[src/rtl/align_shifter_pipe.sv]
// align_shifter_pipe
// ------------------
// Three-stage mantissa alignment / normalisation shifter for the FP ALU.
//   stage 1 (decode): |BY| magnitude, direction, saturation detect
//   stage 2 (coarse): shift by MAG rounded down to a multiple of 2^FINE_BITS
//   stage 3 (fine)  : shift by the low FINE_BITS of MAG, drive outputs
// Bits shifted out are OR-ed into STICKY (right shifts) or OVF (left shifts).
// Shifts are logical; vacated positions fill with zero.
//
// Ports:
//   CLK, RST              clock (rising edge), synchronous active-high reset
//   IN_VALID / IN_READY   input handshake; IN_READY = !OUT_VALID || OUT_READY
//   IN  [WIDTH-1:0]       mantissa
//   BY  [SHW-1:0]         signed two's-complement shift amount
//   MODE                  0: always right by |BY|; 1: BY>=0 right, BY<0 left
//   OUT_VALID / OUT_READY output handshake
//   OUT [WIDTH-1:0]       shifted mantissa
//   STICKY                OR of bits lost on a right shift (0 on left shifts)
//   OVF                   OR of bits lost on a left shift (0 on right shifts)
//
// The three stages advance or stall together, so a single enable (advance)
// gates every register in the pipe.
module align_shifter_pipe #(
    parameter int WIDTH = 24,
    parameter int SHW   = 8
) (
    input  logic             CLK,
    input  logic             RST,
    input  logic             IN_VALID,
    output logic             IN_READY,
    input  logic [WIDTH-1:0] IN,
    input  logic [SHW-1:0]   BY,
    input  logic             MODE,
    output logic             OUT_VALID,
    input  logic             OUT_READY,
    output logic [WIDTH-1:0] OUT,
    output logic             STICKY,
    output logic             OVF
);

    // Fine stage covers ceil(log2(WIDTH)/2) low bits of the magnitude;
    // the coarse stage handles everything above.
    localparam int LOGW      = (WIDTH > 1) ? $clog2(WIDTH) : 1;
    localparam int FINE_BITS = (LOGW + 1) / 2;

    localparam logic [SHW-1:0]   FINE_MASK = SHW'((1 << FINE_BITS) - 1);
    localparam logic [SHW-1:0]   ONE_SHW   = SHW'(1);
    localparam logic [WIDTH-1:0] ALL_ONES  = '1;

    // ------------------------------------------------------------------
    // Handshake / valid chain
    // ------------------------------------------------------------------
    logic [2:0] valid_q;
    logic       advance;

    assign advance   = !valid_q[2] || OUT_READY;
    assign IN_READY  = advance;
    assign OUT_VALID = valid_q[2];

    always_ff @(posedge CLK) begin
        if (RST) begin
            valid_q <= '0;
        end else if (advance) begin
            valid_q[0] <= IN_VALID;
            for (int i = 1; i < 3; i++) begin
                valid_q[i] <= valid_q[i-1];
            end
        end
    end

    // ------------------------------------------------------------------
    // Stage 1: decode
    // ------------------------------------------------------------------
    logic [SHW-1:0]   mag_d;
    logic             dir_d;     // 1 = left
    logic             sat_d;

    logic [WIDTH-1:0] s1_data_q;
    logic [SHW-1:0]   s1_mag_q;
    logic             s1_dir_q;
    logic             s1_sat_q;

    always_comb begin
        // Unsigned SHW-bit magnitude: the most negative BY maps to
        // 2^(SHW-1) without wrapping.
        mag_d = BY[SHW-1] ? (~BY + ONE_SHW) : BY;
        dir_d = MODE & BY[SHW-1];
        sat_d = (32'(mag_d) >= 32'(WIDTH));
    end

    always_ff @(posedge CLK) begin
        if (RST) begin
            s1_data_q <= '0;
            s1_mag_q  <= '0;
            s1_dir_q  <= 1'b0;
            s1_sat_q  <= 1'b0;
        end else if (advance && IN_VALID) begin
            s1_data_q <= IN;
            s1_mag_q  <= mag_d;
            s1_dir_q  <= dir_d;
            s1_sat_q  <= sat_d;
        end
    end

    // ------------------------------------------------------------------
    // Stage 2: coarse shift
    // ------------------------------------------------------------------
    logic [SHW-1:0]       coarse_amt;
    logic [WIDTH-1:0]     s2_data_d;
    logic                 s2_flag_d;
    logic [FINE_BITS-1:0] s2_fine_d;

    logic [WIDTH-1:0]     s2_data_q;
    logic                 s2_flag_q;
    logic [FINE_BITS-1:0] s2_fine_q;
    logic                 s2_dir_q;

    always_comb begin
        coarse_amt = s1_mag_q & ~FINE_MASK;
        s2_data_d  = '0;
        s2_flag_d  = 1'b0;
        s2_fine_d  = '0;
        if (s1_sat_q) begin
            // Everything falls off the end; fine stage then shifts by zero.
            s2_data_d = '0;
            s2_flag_d = |s1_data_q;
        end else if (s1_dir_q) begin
            s2_data_d = s1_data_q << coarse_amt;
            s2_flag_d = |(s1_data_q & ~(ALL_ONES >> coarse_amt));
            s2_fine_d = FINE_BITS'(s1_mag_q & FINE_MASK);
        end else begin
            s2_data_d = s1_data_q >> coarse_amt;
            s2_flag_d = |(s1_data_q & ~(ALL_ONES << coarse_amt));
            s2_fine_d = FINE_BITS'(s1_mag_q & FINE_MASK);
        end
    end

    always_ff @(posedge CLK) begin
        if (RST) begin
            s2_data_q <= '0;
            s2_flag_q <= 1'b0;
            s2_fine_q <= '0;
            s2_dir_q  <= 1'b0;
        end else if (advance && valid_q[0]) begin
            s2_data_q <= s2_data_d;
            s2_flag_q <= s2_flag_d;
            s2_fine_q <= s2_fine_d;
            s2_dir_q  <= s1_dir_q;
        end
    end

    // ------------------------------------------------------------------
    // Stage 3: fine shift and output registers
    // ------------------------------------------------------------------
    logic [WIDTH-1:0] out_data_d;
    logic             out_flag_d;

    logic [WIDTH-1:0] out_data_q;
    logic             sticky_q;
    logic             ovf_q;

    always_comb begin
        out_data_d = '0;
        out_flag_d = s2_flag_q;
        if (s2_dir_q) begin
            out_data_d = s2_data_q << s2_fine_q;
            out_flag_d = s2_flag_q | (|(s2_data_q & ~(ALL_ONES >> s2_fine_q)));
        end else begin
            out_data_d = s2_data_q >> s2_fine_q;
            out_flag_d = s2_flag_q | (|(s2_data_q & ~(ALL_ONES << s2_fine_q)));
        end
    end

    always_ff @(posedge CLK) begin
        if (RST) begin
            out_data_q <= '0;
            sticky_q   <= 1'b0;
            ovf_q      <= 1'b0;
        end else if (advance && valid_q[1]) begin
            out_data_q <= out_data_d;
            // Only the flag matching the shift direction can be set.
            sticky_q   <= out_flag_d & ~s2_dir_q;
            ovf_q      <= out_flag_d & s2_dir_q;
        end
    end

    assign OUT    = out_data_q;
    assign STICKY = sticky_q;
    assign OVF    = ovf_q;

endmodule

[config.mk]
export PLATFORM = sky130hd
export DESIGN_NAME = align_shifter_pipe
export DESIGN_NICKNAME = d
export VERILOG_FILES = /design/src/rtl/align_shifter_pipe.sv
export SDC_FILE = /design/constraint.sdc
export NUM_CORES = 1
export LEC_CHECK = 0
export CAP_MARGIN = 0
export CORE_AREA = 2 2 143 145
export CTS_CLUSTER_DIAMETER = 100
export DETAILED_ROUTE_END_ITERATION = 16
export DIE_AREA = 0 0 145 147
export GPL_ROUTABILITY_DRIVEN = 0
export GPL_TIMING_DRIVEN = 0
export HOLD_SLACK_MARGIN = 0.06
export PLACE_DENSITY = 0.57
export SLEW_MARGIN = 20
export SYNTH_ARGS = -nofsm -noshare
export SYNTH_HDL_FRONTEND = slang
export SYNTH_SLANG_ARGS = --single-unit
[constraint.sdc]
create_clock -name CLK -period 1.9 [get_ports CLK]
set_input_delay 0.38 -clock CLK [delete_from_list [all_inputs] [get_ports CLK]]
set_output_delay 0.38 -clock CLK [all_outputs]
set_load 0.01 [all_outputs]
==> summary.md <==
For the pin with the worst max-slew slack, the measured transition is 0.805 ns. The achievable frequency came out at 513 MHz. For this design the top-level I/O count stands at 65. The logs give 0 for the count of antenna-violating nets left after detailed routing and 2 for the total of endpoints with negative setup slack in the final report. The first detailed-routing pass ran for 5 iterations. Cells fill 36.8% of the core in the end.

The clock-pin slew of the registers on the worst-case setup and hold paths is 0.06 ns, and the path depth of the worst reg2reg path is 6. For this run, design rule violations remaining after detail routing come to 0. The effective utilization at floorplan came out at 29.3%. After synthesis, the share of flip-flops with an asynchronous set or reset is 0%. The clock buffer count from CTS is 9, and the signal arrival time at the worst endpoint is 2.17 ns. The tree is rooted in a sky130_fd_sc_hd__clkbuf_16.

The area added between synthesis and finish came out at 25.6%. The number of nets produced by synthesis came out at 724. Summed over all layers, the global routing overflow is 0. For the sequential-to-total area share from yosys stat, the log shows 31.6%. Dividing the detail-routed via count by the number of cells gives 5.35. The tools report the number of hold violations in the final report as 0.

For this run, the slowest stage of the critical path takes 0.55 ns. Counting along the longest clock path gives a buffer depth of 2. The critical path's slowest cell is sky130_fd_sc_hd__mux4_2. Traced cell by cell, the critical path runs through buf_12 -> buf_4 -> mux4_2 -> mux4_2 -> nor2_2 -> nor3_1. In the synthesized netlist, the number of instances is 686. Measured along the y axis, the die boundary spans 147 um.

Global routing used 17.7% of the available tracks. TritonCTS built the clock tree. The data required time of the critical path was 2.12 ns.

The kind of capture point of the worst setup path is a flip-flop. For the number of antenna violations at the first check in global routing, the log shows 0. Entering global routing, the biggest net connects 20 pins.

The floorplan has 52 rows. After the last flow step, the layout net total stands at 803. The final routed wire length divided by cell count came out at 18.1 um. The number of global-route vias before repair is 5,321. The total area inside the core boundary comes to 19,800 um^2. The critical path buffer and inverter count is 2, and the number of max-slew violations in the final report is 0. The total negative setup slack came out at -0.0871 ns. Count of antenna diodes in the layout: 0.

The H-tree was split into 3 levels. During placement, the flow inserted port buffers numbering 62. The placed wire-length estimate came out at 14,000 um. Counting stages on the worst path, the most repeated cell is sky130_fd_sc_hd__mux4_2. The reg-to-reg critical path startpoint is s2_fine_q[0]. For this design the static power due to leakage is 2.60 nW. Clock latency on the worst-skew pair, taken at its later pin, is 0.36 ns. The worst hold path begins at BY[7].

Setup repair after global routing could not meet its margin everywhere. After synthesis, the mean cell area works out to 8.49 um^2. The logs give 21,300 um^2 for the total die area and -0.05 ns for the minimum setup slack among reg-to-reg paths.

The Yosys step of the flow raised 0 warnings. The power density over the cells works out to 657 nW/um^2. The cell area that synthesis handed to floorplanning was 5820 um^2. The tools report the number of filler instances in the final layout as 2,056.

The worst path setup slack after routing was -0.0495 ns. The destination of the worst register-to-register timing path was OUT[18]. Shortest clock period the worst path allows after layout: 1.95 ns.

STA classifies the critical path startpoint as a flip-flop. Flip-flop and latch count after synthesis: 92. Leading register cell type out of synthesis: sky130_fd_sc_hd__dfxtp_1.

The number of stages on the worst hold path works out to 3. The logs give 57 for the count of different cell masters after synthesis and 0.439 mV for the maximum resistive drop on vdd. Wires add up to 18,800 um. Start-to-end type of the worst setup path: flip-flop to flip-flop. The count of flip-flops with a built-in enable after synthesis is 0. Counting every sink on the clock net gives 92. In this run, the number of DRC markers left after iteration 0 of detailed routing was 497.

For hold timing, the worst endpoint is s1_dir_q. The tool flagged a number of max-cap violations equal to 0. The flow ran to the end, but the final reports show violations.

The first global-routing pass estimated 29,900 um of wire. The highest net fanout along the worst path was 5. The worst hold path belongs to the class input pin to flip-flop.

Clock skew on the completed layout was measured at 0.00771 ns. Fraction of final layout cells sized beyond drive strength 1: 16.6%. The tools report the relative slew slack as 46.3%. Number of vias in the routed layout: 5,565. The final critical-path share of the clock period is 103%. The final reports fail on negative setup slack.

The top cell family by delay on the critical path was multiplexers. The die is 145 um wide.
==> worst max-delay path by stage <==
stage | startpoint | depth (start not counted) | to
6_report | s2_fine_q[0] | 6 | OUT[18]
5_1_grt | s2_fine_q[0] | 6 | OUT[18]
4_1_cts | s2_fine_q[0] | 6 | OUT[18]
3_5_place_dp | OUT_READY | 8 | OUT[15]
3_3_place_gp | OUT_READY | 9 | OUT[23]
2_1_floorplan | s2_fine_q[0] | 5 | OUT[18]
==> kinds of logic (layout without fill, tap and decap cells) <==
family	count (synthesis)	count (layout)	share of synthesized area [%]
XOR/XNOR	5	5	0.752
AO/OA/AOI/OAI	182	182	20.7
adder cells (fa/ha/maj)	2	2	0.387
AND/OR/NAND/NOR	250	250	18.5
multiplexers	86	86	22.0
flip-flops	92	92	31.6
buffers and inverters	69	153	6.04
==> state kept, by name, indices dropped and copies added (netlist names) <==
register	cells
s2_data_q	24
valid_q	3
STICKY	1
OVF	1
s1_data_q	24
s1_mag_q	8
s2_dir_q	1
s1_sat_q	1
s1_dir_q	1
s2_fine_q	3
OUT	24
s2_flag_q	1
==> routing by layer <==
layer | share of wire (%) | global-route usage (%) | vias up
met3 | 6.3 | 3.32 | 51
li1 | - | - | 2682
met2 | 44 | 26.9 | 238
met4 | 3.2 | 7.28 | 0
met1 | 46 | 24.7 | 2594
met5 | 0 | 0 | -
==> synth_stat cells (4+ instances only) <==
cell / instances / area share [%]
sky130_fd_sc_hd__a2111oi_0: 7 / 1.1
sky130_fd_sc_hd__a211oi_1: 11 / 1.4
sky130_fd_sc_hd__a21oi_1: 61 / 5.2
sky130_fd_sc_hd__a22o_1: 8 / 1.2
sky130_fd_sc_hd__a22oi_1: 34 / 4.4
sky130_fd_sc_hd__a2bb2oi_1: 8 / 1.2
sky130_fd_sc_hd__buf_1: 5 / 0.32
sky130_fd_sc_hd__buf_2: 15 / 1.3
sky130_fd_sc_hd__buf_6: 6 / 1.2
sky130_fd_sc_hd__clkbuf_1: 34 / 2.2
sky130_fd_sc_hd__dfxtp_1: 92 / 32
sky130_fd_sc_hd__inv_1: 4 / 0.26
sky130_fd_sc_hd__mux2_2: 13 / 2.5
sky130_fd_sc_hd__mux2i_1: 43 / 7.4
sky130_fd_sc_hd__mux4_1: 7 / 3.2
sky130_fd_sc_hd__mux4_2: 23 / 8.9
sky130_fd_sc_hd__nand2_1: 84 / 5.4
sky130_fd_sc_hd__nand2b_1: 7 / 0.75
sky130_fd_sc_hd__nand3_1: 4 / 0.34
sky130_fd_sc_hd__nor2_1: 110 / 7.1
sky130_fd_sc_hd__nor2b_1: 5 / 0.54
sky130_fd_sc_hd__nor3_1: 13 / 1.1
sky130_fd_sc_hd__nor3b_1: 5 / 0.64
sky130_fd_sc_hd__nor4_1: 8 / 0.86
sky130_fd_sc_hd__o211ai_1: 6 / 0.77
sky130_fd_sc_hd__o21ai_0: 19 / 1.6
sky130_fd_sc_hd__o31ai_1: 5 / 0.64
==> per-stage QoR <==
step / total power, W / cell area [um^2] / instances / setup WS, ns / hold slack, ns
2_1_floorplan: 0.00260 / 5820 / 686 / 0.0390 / 0.432
3_3_place_gp: 0.00291 / 6780 / 1018 / -0.672 / 0.447
3_5_place_dp: 0.00292 / 6780 / 1018 / -0.647 / 0.453
4_1_cts: 0.00482 / 7220 / 1041 / -0.0447 / 0.423
5_1_grt: 0.00502 / 7310 / 1040 / -0.0822 / 0.481
6_report: 0.00481 / 7310 / 1040 / -0.0495 / 0.449
==> layout make-up <==
class	count	area [um^2]	share of cell area, %
clock buffers	12	256	3.51
inverters	6	33.8	0.462
multi-input cells	525	3680	50.4
repair buffers	74	726	9.92
flip-flops and latches	92	1850	25.3
clock inverters	4	56.3	0.770
well taps	270	338	4.62
plain buffers	57	372	5.08
==> layout by cell type, fill, tap and decap left out, drive strengths merged, types with 10 or more instances in the layout <==
cell type      count
nor2             110
dfxtp             92
nand2             84
a21oi             61
clkdlybuf4s50     61
mux2i             43
clkbuf            41
buf               40
a22oi             34
mux4              30
o21ai             22
mux2              13
nor3              13
a211oi            11
a2111oi           10
==> worst reg2reg max path, stage by stage (launching register included) <==
cell                      delay (ns)
sky130_fd_sc_hd__dfxtp_4        0.38
sky130_fd_sc_hd__buf_12         0.13
sky130_fd_sc_hd__buf_4          0.11
sky130_fd_sc_hd__mux4_2         0.55
sky130_fd_sc_hd__mux4_2         0.49
sky130_fd_sc_hd__nor2_2         0.10
sky130_fd_sc_hd__nor3_1         0.05
==> power breakdown <==
part	switching (W)	internal [W]	leakage (nW)	total, W
clock	0.000785	0.00110	0.153	0.00189
sequential	0.000101	0.00202	0.753	0.00212
combinational	0.000436	0.000368	1.70	0.000804
==> timing repair <==
item	4_1_cts	5_1_grt
cloned	0	1
hold buffers	0	0
resized for setup	33	46
setup buffers	8	3
setup endpoints to repair	55	74
pin swaps	1	2
Power figures use the tool's default switching activity.
